`config.mk`:
```
export PLATFORM = sky130hd
export DESIGN_NAME = f_adders
export DESIGN_NICKNAME = d
export VERILOG_FILES = /design/src/rtl/f_adders_pkg.sv /design/src/rtl/f_adder_cell.sv /design/src/rtl/f_adders.sv
export SDC_FILE = /design/constraint.sdc
export NUM_CORES = 1
export LEC_CHECK = 0
export ABC_AREA = 1
export ABC_CLOCK_PERIOD_IN_PS = 800
export CAP_MARGIN = 25
export CORE_AREA = 2 2 39 41
export DETAILED_ROUTE_END_ITERATION = 8
export DIE_AREA = 0 0 41 43
export SLEW_MARGIN = 20
export SYNTH_ARGS = -nofsm -noshare
export SYNTH_HDL_FRONTEND = slang
export SYNTH_SLANG_ARGS = --single-unit
```
`constraint.sdc`:
```
create_clock -name clk -period 0.8 [get_ports clk]
set_input_delay 0.12 -clock clk [delete_from_list [all_inputs] [get_ports clk]]
set_output_delay 0.12 -clock clk [all_outputs]
set_load 0.02 [all_outputs]
```
`src/rtl/f_adders_pkg.sv`:
```
// Shared constants for the f_adders ripple-carry adder family.
package f_adders_pkg;

   localparam int F_ADDERS_MAX_WIDTH     = 64;
   localparam int F_ADDERS_DEFAULT_WIDTH = 1;

endpackage : f_adders_pkg

```
`src/rtl/f_adder_cell.sv`:
```
// One-bit full adder cell: s = a ^ b ^ cin, cout = majority(a, b, cin).
// Latency: purely combinational, zero cycles.
// Backpressure: none, no state.
module f_adder_cell (
   input  logic a,
   input  logic b,
   input  logic cin,
   output logic s,
   output logic cout
);

   logic p;

   // Propagate term is shared between the sum and the carry.
   assign p    = a ^ b;
   assign s    = p ^ cin;
   assign cout = (a & b) | (cin & p);

endmodule : f_adder_cell

```
`src/rtl/f_adders.sv`:
```
// Registered ripple-carry adder {carry_out, sum} = a + b + carry_in; F_ADDERS_OVERFLOW_EN adds signed overflow.
// Latency: 1 cycle from a sampled in_valid edge; out_valid pulses for that one cycle.
// Backpressure: none, results must be taken in their out_valid cycle; outputs hold while in_valid=0.
module f_adders
   import f_adders_pkg::*;
#(
   parameter int WIDTH = F_ADDERS_DEFAULT_WIDTH
) (
   input  logic             clk,
   input  logic             rst_n,
   input  logic             in_valid,
   input  logic [WIDTH-1:0] a,
   input  logic [WIDTH-1:0] b,
   input  logic             carry_in,
`ifdef F_ADDERS_OVERFLOW_EN
   output logic             overflow,
`endif
   output logic             out_valid,
   output logic [WIDTH-1:0] sum,
   output logic             carry_out
);

   if (WIDTH < 1 || WIDTH > F_ADDERS_MAX_WIDTH) begin : g_bad_width
      $error("f_adders: WIDTH out of range 1..64");
   end

   logic [WIDTH:0]   carry;
   logic [WIDTH-1:0] sum_comb;

   assign carry[0] = carry_in;

   for (genvar i = 0; i < WIDTH; i++) begin : g_cell
      f_adder_cell u_cell (
         .a    (a[i]),
         .b    (b[i]),
         .cin  (carry[i]),
         .s    (sum_comb[i]),
         .cout (carry[i+1])
      );
   end

   // Result registers only load on a valid edge, so operand X/Z while idle never reaches them.
   always_ff @(posedge clk or negedge rst_n) begin
      if (!rst_n) begin
         out_valid <= 1'b0;
         sum       <= '0;
         carry_out <= 1'b0;
      end else begin
         out_valid <= in_valid;
         if (in_valid) begin
            sum       <= sum_comb;
            carry_out <= carry[WIDTH];
         end
      end
   end

`ifdef F_ADDERS_OVERFLOW_EN
   // Signed overflow: carry into the MSB differs from carry out of it (carry[0] is carry_in for WIDTH=1).
   always_ff @(posedge clk or negedge rst_n) begin
      if (!rst_n) begin
         overflow <= 1'b0;
      end else if (in_valid) begin
         overflow <= carry[WIDTH] ^ carry[WIDTH-1];
      end
   end
`endif

endmodule : f_adders

```
==> results.md, run 1 <==
- Result of the run: finished with violations
- Violated checks: negative setup slack
- Ant. Diodes: 0
- Post-synth cell types: 4
- Count of pins on the block boundary: 9
- Initial antenna violation count: 0
- Wire length per cell: 6.71 µm
- Global-route usage over all layers: 3.82%
- Clock group share of total power: 46.5%
- Routability congestion estimate: between 0.5 and 0.6
- Final count of hold timing violations: 0
- Number of rows created at floorplan: 14
- Number of buffer and inverter instances along the worst setup path: 1
- Layout cells sized above 1: between 40% and 50%
- Required time worst endpoint: slightly below 0.7 ns
- Sw power: between 0.1 and 0.15 mW
- Final worst hold slack: around 0.074 ns
- Biggest cell delay along the critical path: about 0.38 ns
- Root cell of the clock tree: sky130_fd_sc_hd__clkbuf_4
- Total of max-cap violations: 0
- First-pass GRT wire length: 393 µm
- Mapped Nets: 18
- Area fraction of the dominant cell type after synthesis: between 60% and 70%
- Initial DRT Pass Iterations: 1
- Buffers added on ports: 8
- Top cells by count, synth: sky130_fd_sc_hd__nand2_1 (6), sky130_fd_sc_hd__dfrtp_1 (3), sky130_fd_sc_hd__fa_1 (1), sky130_fd_sc_hd__inv_1 (1)
- Worst Reg2Reg Path Length in Cells: 3
- DRC violations left: 0
- Remaining number of nets flagged by the antenna check after routing: 0
- Synth Warn #: 0
- Setup Skew: 0 ns
- Cell internal pwr: around 0.42 mW
- Num CTS Buffers: 3
- Layout Nets: 33
- CP Data Arrival Time: between 0.7 and 0.8 ns
- Total overflow reported by the global router: 0
- Max-Slew Margin vs Limit: 89.3%
- Instance area at placement: between 200 and 250 µm²
- Metal1 wirelength: roughly 110 µm
- Clock-pin transition on the worst setup and hold timing paths: around 0.03 ns
- Flip-flop cell with the highest count after synthesis: sky130_fd_sc_hd__dfrtp_1
- Core footprint: 0.00138 mm²
- Worst slew pin tran: roughly 0.16 ns
- Via count of the routed design: around 120
- Largest driver fanout on the critical path: 2
- Average size of a mapped cell: roughly 11 µm²
- Fraction of registers with async set/reset: 100%
- Largest delay share family, worst path: flip-flops
- Most used standard cell by instance count after synthesis: sky130_fd_sc_hd__nand2_1
- Post-route fraction of the period consumed by the critical path: 108%
- WL met3: ~44 µm
- Routed length on met2: between 100 and 150 µm
- Switching part of the total power: 23.6%
- Number of enable-type register cells in the synthesized netlist: 0
- Latest clock arrival within the worst-skew pair: about 0.23 ns
- Initial cell density of the core: under 10%
- Slew Viols, Final: 0
- Leading cell types by total area after synthesis: sky130_fd_sc_hd__dfrtp_1 (62%), sky130_fd_sc_hd__nand2_1 (19%), sky130_fd_sc_hd__fa_1 (16%), sky130_fd_sc_hd__inv_1 (3.1%)
- Level count of the clock H-tree: 1
- Final min period: approximately 0.86 ns
- Die extent in y: between 40 and 50 µm
- Count of endpoints failing setup in the final report: 3
- Total Wirelength: about 280 µm
- Ordered list of cells on the worst path: buf_6
- Power Dens Cells: 2200 mW/mm²
- Worst min-delay path class: in -> async
- Portion of total power attributed to combinational logic: a little over a fifth
- Number of flip-flops and latches in the synthesized netlist: 3
- Full die area: approximately 0.0018 mm²
- Sequential share of power: approximately a third
- Unrepaired setup endpoints after global routing: true
- Top layer in use: met3
- Vias in the first global route: 121
- Die Width: roughly 41 µm
- Worst r2r src: sum$_DFFE_PN0P_
- Synth-to-Final Area Change: 107%
- Pin count of the biggest net entering global routing: 5
- Clock buffer depth: 2
- Largest vdd supply drop: 299 µV
- Syn Inst Count: 11
- TritonCTS clock tree: done
- Sort of element at the end of the critical path: primary output
- Standby leakage power: around 0.13 nW
- Post-synth top area cell: sky130_fd_sc_hd__dfrtp_1
- Max Clock Freq: approximately 1200 MHz
- CTS Sinks: 3
- Register area share after synthesis: 61.9%
- Summed area of non-filler cells in the final layout: around 250 µm²
- Detailed router's first-iteration violation count: 0
- Worst R2R Setup Slack: approximately 0.090 ns
- Number of vias per cell: ~2.8
- Cell with the largest stage delay on the worst path: sky130_fd_sc_hd__dfrtp_1
- Final worst-path setup slack: -0.0607 ns
- Worst reg2reg endpoint: sum$_DFFE_PN0P_
- Critical path start-end classification: reg -> out
- Startpoint class of the critical path: register
- Synthesized area: approximately 120 µm²
per-layer routing:
metal / GRT usage [%] / vias up
met5: 0 / -
met3: 0.524 / 0
met4: 8.00 / 0
met1: 3.56 / 48
li1: - / 60
met2: 4.38 / 8
cells by family (layout without fill, tap and decap cells):
family	count (synthesis)	count (layout)	synth area share, %
AND/OR/NAND/NOR	6	6	18.6
adder cells (fa/ha/maj)	1	1	16.5
flip-flops	3	3	61.9
buffers and inverters	1	15	3.09
power by group through the flow:
stage / registers [mW] / clock network (mW) / logic, mW
final: 0.178 / 0.257 / 0.118
after global routing: 0.179 / 0.282 / 0.132
after CTS: 0.179 / 0.269 / 0.124
after floorplan: 0.198 / 0 / 0.0177
after detailed placement: 0.178 / 0 / 0.124
after global placement: 0.177 / 0 / 0.124
layout make-up:
| class | instances | area [µm²] |
|---|---|---|
| sequential | 3 | 75.1 |
| fill | 158 | 1130 |
| multi-input combinational | 7 | 42.5 |
| inverter | 1 | 3.75 |
| clock buffer | 4 | 26.3 |
| timing repair buffer | 10 | 83.8 |
| tap | 16 | 20.0 |
worst max path at each step:
stage | from | cells past startpoint | slack, ns | endpoint
after floorplan | a | 3 | 0.01 | sum$_DFFE_PN0P_
after global placement | a | 4 | -0.47 | sum$_DFFE_PN0P_
after detailed placement | a | 4 | -0.48 | sum$_DFFE_PN0P_
after CTS | sum$_DFFE_PN0P_ | 1 | -0.07 | sum
after global routing | sum$_DFFE_PN0P_ | 1 | -0.08 | sum
final | sum$_DFFE_PN0P_ | 1 | -0.06 | sum
cell usage in the layout, fill, tap and decap left out:
cell type,instances
sky130_fd_sc_hd__nand2_1,6
sky130_fd_sc_hd__dfrtp_1,3
sky130_fd_sc_hd__clkbuf_4,3
sky130_fd_sc_hd__clkbuf_2,3
sky130_fd_sc_hd__buf_6,3
sky130_fd_sc_hd__clkdlybuf4s50_1,2
sky130_fd_sc_hd__buf_4,2
sky130_fd_sc_hd__inv_1,1
sky130_fd_sc_hd__fa_1,1
sky130_fd_sc_hd__clkbuf_1,1
repair_timing:
item,in CTS,in global routing
resized for setup,23,4
setup endpoints to repair,5,5
setup buffers,1,0
pin swaps,2,1
hold buffers,0,0
sequential cells by signal, summed over array words and instances, names as in the netlist:
| name | cells |
|---|---|
| carry_out | 1 |
| sum | 1 |
| out_valid | 1 |
per-stage QoR:
step	util, %	TNS (ns)	std cells	setup slack (ns)	power (mW)
after floorplan	-	0	11	0.00983	0.215
after global placement	17.1	-1.57	37	-0.467	0.300
after detailed placement	17.1	-1.61	37	-0.477	0.302
after CTS	19.2	-0.188	41	-0.0742	0.572
after global routing	18.2	-0.220	41	-0.0845	0.594
final	18.2	-0.153	41	-0.0607	0.554
Note: power is estimated with default switching activity, not from simulation.
==> run 2, diff against run 1 <==
- ABC_CLOCK_PERIOD_IN_PS: 800 -> not set
==> results of run 2 <==
Same layout as run 1: the final DEF is identical, and so are final timing and power.
